[src/rtl/lvda_discrete_latch_bank.sv]
// Address-decoded bank of discrete latches for the LVDA: each channel is either
// V1-held (set/hold/drop) or self-timed (fixed number of PULSE_TICK periods).
module lvda_discrete_latch_bank #(
  parameter int unsigned NUM_CH     = 8,
  parameter int unsigned ADDR_W     = 5,
  parameter int unsigned BASE_ADDR  = 4,
  parameter logic [31:0] PULSE_MASK = 32'h0000_00C0,
  parameter int unsigned PULSE_LEN  = 4
) (
  input  logic              SIM_CLK,
  input  logic              SIM_RST,
  input  logic              V1,
  input  logic              STROBE,
  input  logic              QUAL,
  input  logic [ADDR_W-1:0] ADDR,
  input  logic              CLR,
  input  logic              PULSE_TICK,
  output logic [NUM_CH-1:0] Q,
  output logic [NUM_CH-1:0] QN,
  output logic              HIT,
  output logic              MISS
);

  // Guard keeps the counter at least one bit wide even for a rejected PULSE_LEN.
  localparam int unsigned CNT_W = (PULSE_LEN < 1) ? 1 : $clog2(PULSE_LEN + 1);
  localparam logic [CNT_W-1:0] CNT_LOAD = CNT_W'(PULSE_LEN);
  localparam logic [CNT_W-1:0] CNT_ONE  = CNT_W'(1);

  // Elaboration-time parameter sanity checks.
  generate
    if (NUM_CH < 1 || NUM_CH > 32) begin : g_bad_num_ch
      $error("lvda_discrete_latch_bank: NUM_CH must be 1..32");
    end
    if (64'(BASE_ADDR) + 64'(NUM_CH) - 64'(1) >= (64'(1) << ADDR_W)) begin : g_bad_addr
      $error("lvda_discrete_latch_bank: channel address range exceeds ADDR_W");
    end
    if (PULSE_LEN < 1) begin : g_bad_len
      $error("lvda_discrete_latch_bank: PULSE_LEN must be >= 1");
    end
  endgenerate

  logic [NUM_CH-1:0] set;
  logic [NUM_CH-1:0] q_nxt;
  logic [CNT_W-1:0]  cnt     [NUM_CH];
  logic [CNT_W-1:0]  cnt_nxt [NUM_CH];
  logic              qualified;
  logic              any_set;

  // Qualified strobe decode; channel addresses never wrap (checked above).
  always_comb begin : decode
    set       = '0;
    qualified = STROBE & QUAL;
    for (int unsigned i = 0; i < NUM_CH; i++) begin
      set[i] = qualified & (ADDR == ADDR_W'(BASE_ADDR + i));
    end
    any_set = |set;
  end

  // Per-channel next state: set dominates clear, V1 drop and tick.
  always_comb begin : next_state
    q_nxt   = Q;
    cnt_nxt = cnt;
    for (int unsigned i = 0; i < NUM_CH; i++) begin
      if (PULSE_MASK[i]) begin
        if (set[i]) begin
          q_nxt[i]   = 1'b1;
          cnt_nxt[i] = CNT_LOAD;
        end else if (CLR) begin
          q_nxt[i]   = 1'b0;
          cnt_nxt[i] = '0;
        end else if (PULSE_TICK && Q[i]) begin
          cnt_nxt[i] = cnt[i] - CNT_ONE;
          if (cnt[i] == CNT_ONE) begin
            q_nxt[i] = 1'b0;
          end
        end
      end else begin
        q_nxt[i]   = set[i] | (Q[i] & V1 & ~CLR);
        cnt_nxt[i] = '0;
      end
    end
  end

  // State register; synchronous reset overrides everything.
  always_ff @(posedge SIM_CLK) begin
    if (SIM_RST) begin
      Q    <= '0;
      HIT  <= 1'b0;
      MISS <= 1'b0;
      for (int unsigned i = 0; i < NUM_CH; i++) begin
        cnt[i] <= '0;
      end
    end else begin
      Q    <= q_nxt;
      HIT  <= any_set;
      MISS <= qualified & ~any_set;
      for (int unsigned i = 0; i < NUM_CH; i++) begin
        cnt[i] <= cnt_nxt[i];
      end
    end
  end

  assign QN = ~Q;

endmodule

[config.mk]
export PLATFORM = sky130hd
export DESIGN_NAME = lvda_discrete_latch_bank
export DESIGN_NICKNAME = d
export VERILOG_FILES = /design/src/rtl/lvda_discrete_latch_bank.sv
export SDC_FILE = /design/constraint.sdc
export NUM_CORES = 1
export LEC_CHECK = 0
export ABC_AREA = 1
export CAP_MARGIN = 20
export CORE_UTILIZATION = 45
export DETAILED_ROUTE_END_ITERATION = 8
export PLACE_DENSITY = 0.87
export SLEW_MARGIN = 20
export SYNTH_ARGS = -nofsm -noshare
export SYNTH_HDL_FRONTEND = slang
export SYNTH_SLANG_ARGS = --single-unit
[constraint.sdc]
create_clock -name SIM_CLK -period 1.97 [get_ports SIM_CLK]
set_input_delay 0.394 -clock SIM_CLK [delete_from_list [all_inputs] [get_ports SIM_CLK]]
set_output_delay 0.394 -clock SIM_CLK [all_outputs]
set_load 0.03 [all_outputs]
* Word-level counts from Yosys, hierarchy flattened
Index checks and enable logic that the tools add are counted.
Storage, ports and cells: register bits 16, input port bits 12, output and inout bits 18, word-level logic and storage cells 77
Cells by class: $add $sub $neg 2, equal/unequal tests 10, multiplexer cells 14, bitwise operators 31, reductions and logical operators 11
Operator list (number):
- $and A1 B1 Y1 | 22
- $eq A5 B3 Y1 const B | 4
- $eq A5 B4 Y1 const B | 4
- $mux W3 | 6
- $reduce_bool A3 Y1 | 4
- $mux W1 | 8
- $not A8 Y8 | 1
- $reduce_or A8 Y1 | 1
- $eq A3 B1 Y1 const B | 2
- $or A1 B1 Y1 | 6
- $reduce_or A3 Y1 | 2
- $sub A3 B1 Y3 const B | 2
- $reduce_and A2 Y1 | 2
- $logic_and A1 B1 Y1 | 2
- $not A1 Y1 | 2

* Longest topological paths before layout
Gate-level depths: netlist (run 1).
word-level depth 5, depth in mapped cells 6, depth with buffers taken out 6

* Worst setup path before layout (run 1)
Ideal clock, no wire load.
path type reg-to-output, start point reg Q[6], end point out QN[6], arrival time 0.742 ns, data required time 1.576 ns, path slack 0.834 ns, cell stages (with the launch flop) 2, path buffers 0, cell sequence dfxtp_1 inv_1
On the way: cells in the longest elaborated chain, start to end 1
RTL lines:
- start, declared | line 18 | output logic [NUM_CH-1:0] Q,
- start signal, assigned | line 94 | Q <= q_nxt;
- $not A8 Y8 | line 103 | assign QN = ~Q;
- end, declared | line 19 | output logic [NUM_CH-1:0] QN,
No other way between the ends.

* Final worst setup path (run 1)
start point reg Q[7], end point out Q[7]
No word-level cell between the ends.

==> results.sh, run 1 <==
export IMPL_multi_input_area_sq_um=366.6
export IMPL_clock_skew_ps=3.384
export IMPL_rsz0062_at_grt="no"
export IMPL_ir_drop_mv=0.3973
export IMPL_cts_num_sinks=16
export IMPL_ys_seq_area_share_pct=40.38
export IMPL_cellPowerDensity_nw_per_um2=505.2
export IMPL_clkTransAtPathRegs_ps=90
export IMPL_hold_class="flip-flop to flip-flop"
export IMPL_async_flop_share_pct=0
export IMPL_post_cts_buffers=0
export IMPL_critPathBufInv=1
export IMPL_leakage_nw=0.4548
export IMPL_gp_congestion=0.7347
export IMPL_n_antenna_cell=0
export IMPL_viasPerCell=5.113
export IMPL_io_pins=30
export IMPL_maxSlewViolCount=0
export IMPL_drv_cap=0
export IMPL_dp_hpwl_um=1421
export IMPL_utilization_pct=70.63
export IMPL_cts_tree="done"
export IMPL_yosysMostFrequentCell="inv_1"
export IMPL_syn_cell_area_sq_um=793.3
export IMPL_vias=813
export IMPL_final_seq_area_sq_um=320.3
export IMPL_criticalPathCategory="flip-flop to primary output"
export IMPL_yosys_warnings=0
export IMPL_end_kind="primary output"
export IMPL_rows=14
export IMPL_drive_above_1_share_pct=5.594
export IMPL_grtUsageTotal_pct=20.31
export IMPL_coreArea_sq_um=1577
export IMPL_drt_iter0_drc=12
export IMPL_path_cells="clkdlybuf4s50_1"
export IMPL_syn_num_nets=129
export IMPL_die_area_sq_um=1935
export IMPL_postLayoutCellArea_sq_um=1114
export IMPL_ys_flop_type="dfxtp_1"
export IMPL_cp_max_fo=4
export IMPL_route_detailed_drc=0
export IMPL_worstMarginPinSlew_ps=398.9
export IMPL_grt_ovfl_total=0
export IMPL_synth_top_cell_area_share_pct=40.38
export IMPL_syn_area_per_cell_sq_um=7.020
export IMPL_antenna_found_initial=0
export IMPL_hold_buffers=0
export IMPL_critPathLaunchType="flip-flop"
export IMPL_ys_types=16
export IMPL_yosys_top_cells_area="dfxtp_1 40%, inv_1 11%, nand2_1 10%, nand3_1 10%, ha_1 6.3%"
export IMPL_wirelength_um=1795
export IMPL_setup_viol_count_final=0
export IMPL_yosys_top_cells_count="24 x inv_1, 22 x nand2_1, 16 x dfxtp_1, 16 x nand3_1, 10 x nor2_1"
export IMPL_place_area_sq_um=1091
export IMPL_max_freq_ghz=0.5717
export IMPL_slew_headroom_pct=73.32
export IMPL_first_pass_iters=6
export IMPL_cp_slowest_stage_delay_ps=690
export IMPL_worstPathRequired_ps=1580
export IMPL_grt_pass1_vias=777
export IMPL_h_tree_depth=1
export IMPL_cp_slowest_cell="clkdlybuf4s50_1"
export IMPL_initial_core_util_pct=50.32
export IMPL_period_minus_slack_ps=1749
export IMPL_post_drt_wl_per_cell_um=11.29
export IMPL_ys_ff_latch=16
export IMPL_grt_pass1_wl_um=2911
export IMPL_cpLargestDelayFamily="buffers and inverters"
export IMPL_status="complete, no violations"
export IMPL_cts_made_buffers=3
export IMPL_die_h_um=43.99
export IMPL_final_net_count=161
export IMPL_clk_latency_ps=290
export IMPL_cts_root_buffer="clkbuf_4"
export IMPL_grt_max_degree=12
export IMPL_port_buffers=29
export IMPL_synth_edf_count=0
export IMPL_fin_setup_tns_ps=0
export IMPL_hold_viol=0
export IMPL_finalCritPeriodShare_pct=88.80
export IMPL_synth_cells=113
export IMPL_ant_nets=0
export IMPL_cts_max_path_buffers=2
export IMPL_area_growth_pct=40.38
export IMPL_yosysTopAreaCell="dfxtp_1"
export IMPL_num_fill_cells=123
export IMPL_cp_arrival_ps=1360
export IMPL_post_cts_resize_count=0
export IMPL_dieWidth_um=43.99
==> cells in the final DEF, fill, tap and decap left out, drive strengths merged <==
cell type,count
clkdlybuf4s50,29
inv,25
nand2,22
dfxtp,16
nand3,16
nor2,14
a21oi,6
ha,4
o21ai,3
clkbuf,3
nand4,2
xor2,2
and2,1
==> layout make-up <==
class / count / area share, %
flip-flops and latches: 16 / 28.76
well taps: 16 / 1.798
repair buffers: 29 / 26.07
multi-input cells: 70 / 32.92
inverters: 25 / 8.427
clock buffers: 3 / 2.022
==> logic make-up after synthesis <==
| family | count (synthesis) | synth area share (%) |
|---|---|---|
| DFF | 16 | 40.38 |
| buffers and inverters | 27 | 13.41 |
| AOI/OAI and AO/OA | 9 | 5.678 |
| xor gates and xnor gates | 2 | 2.209 |
| adders and majority gates | 4 | 6.309 |
| and+or+nand+nor | 55 | 32.02 |
==> stage by stage <==
stage	total power [mW]	hold slack, ps	cells	worst slack (ps)
CTS	0.5609	490.1	159	223.4
floorplan	0.3654	495.0	113	834.0
global placement	0.3980	470.1	156	378.7
detailed placement	0.4001	477.1	156	330.1
finish	0.5626	485.3	159	220.7
global route	0.5820	524.2	159	169.4
==> sequential cells by signal, summed over array words and instances, names as in the netlist <==
signal / cells
Q: 8
cnt: 6
MISS: 1
HIT: 1
==> path summary, 6_finish.rpt <==
check                           slack [ps]      to    from  depth (start not counted)
worst min-delay path                   490    Q[0]    Q[0]                          2
worst max register to register         900  cnt[1]  cnt[0]                          5
worst min register to register         490    Q[0]    Q[0]                          2
worst max-delay path                   220    Q[7]    Q[7]                          1
==> per-layer routing <==
metal  vias to the layer above  GRT usage, %  part of all wire (%)
met5                         -             0                     0
met4                         0         10.30                   4.7
met3                        13         3.750                   6.5
met2                        38         40.00                    52
met1                       353         19.64                    37
li1                        409             -                     -
==> where the power goes <==
| group | switching [mW] | internal (mW) | total [mW] |
|---|---|---|---|
| registers | 0.00109 | 0.325 | 0.326 |
| clock network | 0.0982 | 0.0711 | 0.169 |
| logic | 0.0359 | 0.0309 | 0.0669 |
| total | 0.135 | 0.427 | 0.563 |
Note: power is estimated with default switching activity, not from simulation.
==> run 2: changes to the inputs <==
==> constraint.sdc (replaced) <==
create_clock -name SIM_CLK -period 1.97 [get_ports SIM_CLK]
set_input_delay 0.394 -clock SIM_CLK [delete_from_list [all_inputs] [get_ports SIM_CLK]]
set_output_delay 0.394 -clock SIM_CLK [all_outputs]
set_load 0.005 [all_outputs]
==> results of run 2 <==
The final DEF is identical to that of run 1. Status: complete, no violations.
Main changes from that run: setup slack after layout 220.7 ps -> 390.8 ps; total power 0.5626 mW -> 0.5577 mW; worst IR drop on VDD 0.3973 mV -> 0.3968 mV
==> RTL edit (config.mk and constraints of run 2) <==
Change the parameter `PULSE_LEN` from 4 to 2.
--- a/src/rtl/lvda_discrete_latch_bank.sv
+++ b/src/rtl/lvda_discrete_latch_bank.sv
@@ -7,3 +7,3 @@
   parameter logic [31:0] PULSE_MASK = 32'h0000_00C0,
-  parameter int unsigned PULSE_LEN  = 4
+  parameter int unsigned PULSE_LEN  = 2
 ) (
Behaviour: not the same (a bounded check fails within 4 cycles, from zero or initial values and one cycle with SIM_RST high).
==> RTL edit against run 2 <==
- utilization decreased by 0.13 points
- fmax decreased by 2.4%
- power increased by 1.9%
- cell count decreased by 4.4%
- setup slack got worse by 0.039 ns
- wire length decreased by 9.4%
- sequential cell count decreased by 2
- cell area decreased by 5.7%
- global-route usage decreased by 0.29 points
- synthesized area decreased by 10%
- largest power group unchanged
==> RTL edit: results (changes against run 2) <==
outcome:
  status: "completed"
clocking:
  cts_resized: 0  # unchanged
  cts-hold-fix-buffers: 0  # unchanged
  clock-root-buffer: "clkbuf_4"
  clk_pin_slew_ns: 0.09  # about the same
  cts_max_level: 1  # unchanged
  clk_latency_ns: 0.29  # about the same
  clock_path_buffers: 2  # unchanged
routing:
  wl_mm: 1.63  # -9.4%
  drtIter0Drc: 28  # +16
  firstDrtPassIters: 4  # -2
  drt-wirelength-per-cell_um: 10.7  # -5.2%
  vias: 754  # -7.3%
sta:
  setup_violations: 0  # unchanged
  tightest_slew_ns: 0.385  # -0.0139 ns
  setup_tns_ns: 0  # unchanged
  fin_worst_skew_ns: 0.00387  # +0.000485 ns
global_route:
  grt_pass1_wl_mm: 2.64  # -9.2%
  grt_max_degree: 9  # -3
  grt_pass1_vias: 635  # -18%
  antenna_found_initial: 0  # unchanged
  grt_usage_pct: 20.0  # -0.29 points
logic_synthesis:
  yosysSeqAreaShare_pct: 39.3  # -1.1 points
  netlist_top_cells_count: "nand2_1, inv_1, dfxtp_1, nand3_1, nor2_1"
  syn_area_per_cell_um2: 6.79  # -3.2%
  syn_nets: 119  # -7.8%
  synthTopCellsByArea: "dfxtp_1, nand2_1, nand3_1, inv_1, a21oi_1"
  async_reset_ff_share_pct: 0  # unchanged
  ys.flop_type: "dfxtp_1"
  yosys_warnings: 0  # unchanged
  ys_types: 15  # -1
final_layout:
  nets: 151  # -6.2%
  drive_gt1_share_pct: 9.56  # +4.0 points
  reg.largest.list: "Q (8), cnt (4)"
  num_antenna_cells: 0  # unchanged
power:
  p_leak_uw: 0.000438  # -3.7%
  peakVddDrop_v: 0.000547  # +38%
worst_setup_path:
  crit_path_max_incr_delay_ns: 0.50  # -0.02 ns
  critPathMaxFanout: 5  # +1
  arrival_ns: 1.22  # +0.03 ns
  critical-path-top-delay-family: "buffers and inverters"
  reg2reg_slack_ns: 0.98  # +0.08 ns
  slowest_stage: "clkdlybuf4s50_1"
placement:
  place_congestion: 0.823  # +12%
  dpl.hpwl_mm: 1.24  # -13%
  place.port_buffers: 29  # unchanged
hold_path:
  hold_path.class: "flip-flop to flip-flop"
RTL edit: path summary, 6_finish.rpt:
check / start / endpoint / cells after the start
worst min-delay path: Q[3] / Q[3] / 2
worst min register to register: Q[3] / Q[3] / 2
worst max-delay path: Q[6] / QN[6] / 2
worst max register to register: cnt[3] / cnt[3] / 6
RTL edit: logic make-up after synthesis:
| kind of cell | count (synthesis) | synth area share [%] |
|---|---|---|
| AND/OR/NAND/NOR | 57 | 37.4 |
| buffers and inverters | 23 | 12.5 |
| flip-flops | 14 | 39.3 |
| AO/OA/AOI/OAI | 9 | 7.37 |
| adder cells (fa/ha/maj) | 2 | 3.51 |
RTL edit: report_power, final:
| part | switching, uW | internal [uW] |
|---|---|---|
| clock | 102 | 113 |
| combinational | 35.3 | 32.0 |
| sequential | 1.07 | 285 |
| total | 138 | 430 |
RTL edit: worst min-delay path, stage by stage (launching register included):
cell and delay (ns):
dfxtp_1 0.33, nand2_1 0.06, a21oi_1 0.05
RTL edit: metal layers:
layer / part of all wire (%) / global-route usage, % / wire length, um
met1: 43 / 22.5 / 694
met2: 51 / 34.4 / 824
met3: 4.1 / 3.04 / 67
met4: 2.5 / 13.5 / 41
met5: 0 / 0 / 0
RTL edit: metrics by stage:
stage | cell area [um^2] | total power [uW] | hold slack (ns) | setup slack (ns)
3_5_place_dp | 1010 | 359 | 0.475 | 0.438
4_1_cts | 1050 | 568 | 0.488 | 0.353
3_3_place_gp | 1010 | 357 | 0.472 | 0.462
6_report | 1050 | 568 | 0.486 | 0.352
5_1_grt | 1050 | 585 | 0.507 | 0.298
2_1_floorplan | 713 | 323 | 0.472 | 1.05
RTL edit: layout make-up:
type | instances | area [um^2]
Clock buffer | 4 | 36.3
Fill cell | 120 | 439
Inverter | 21 | 78.8
Multi-Input combinational cell | 68 | 344
Sequential cell | 14 | 280
Tap cell | 16 | 20.0
Timing Repair Buffer | 29 | 290
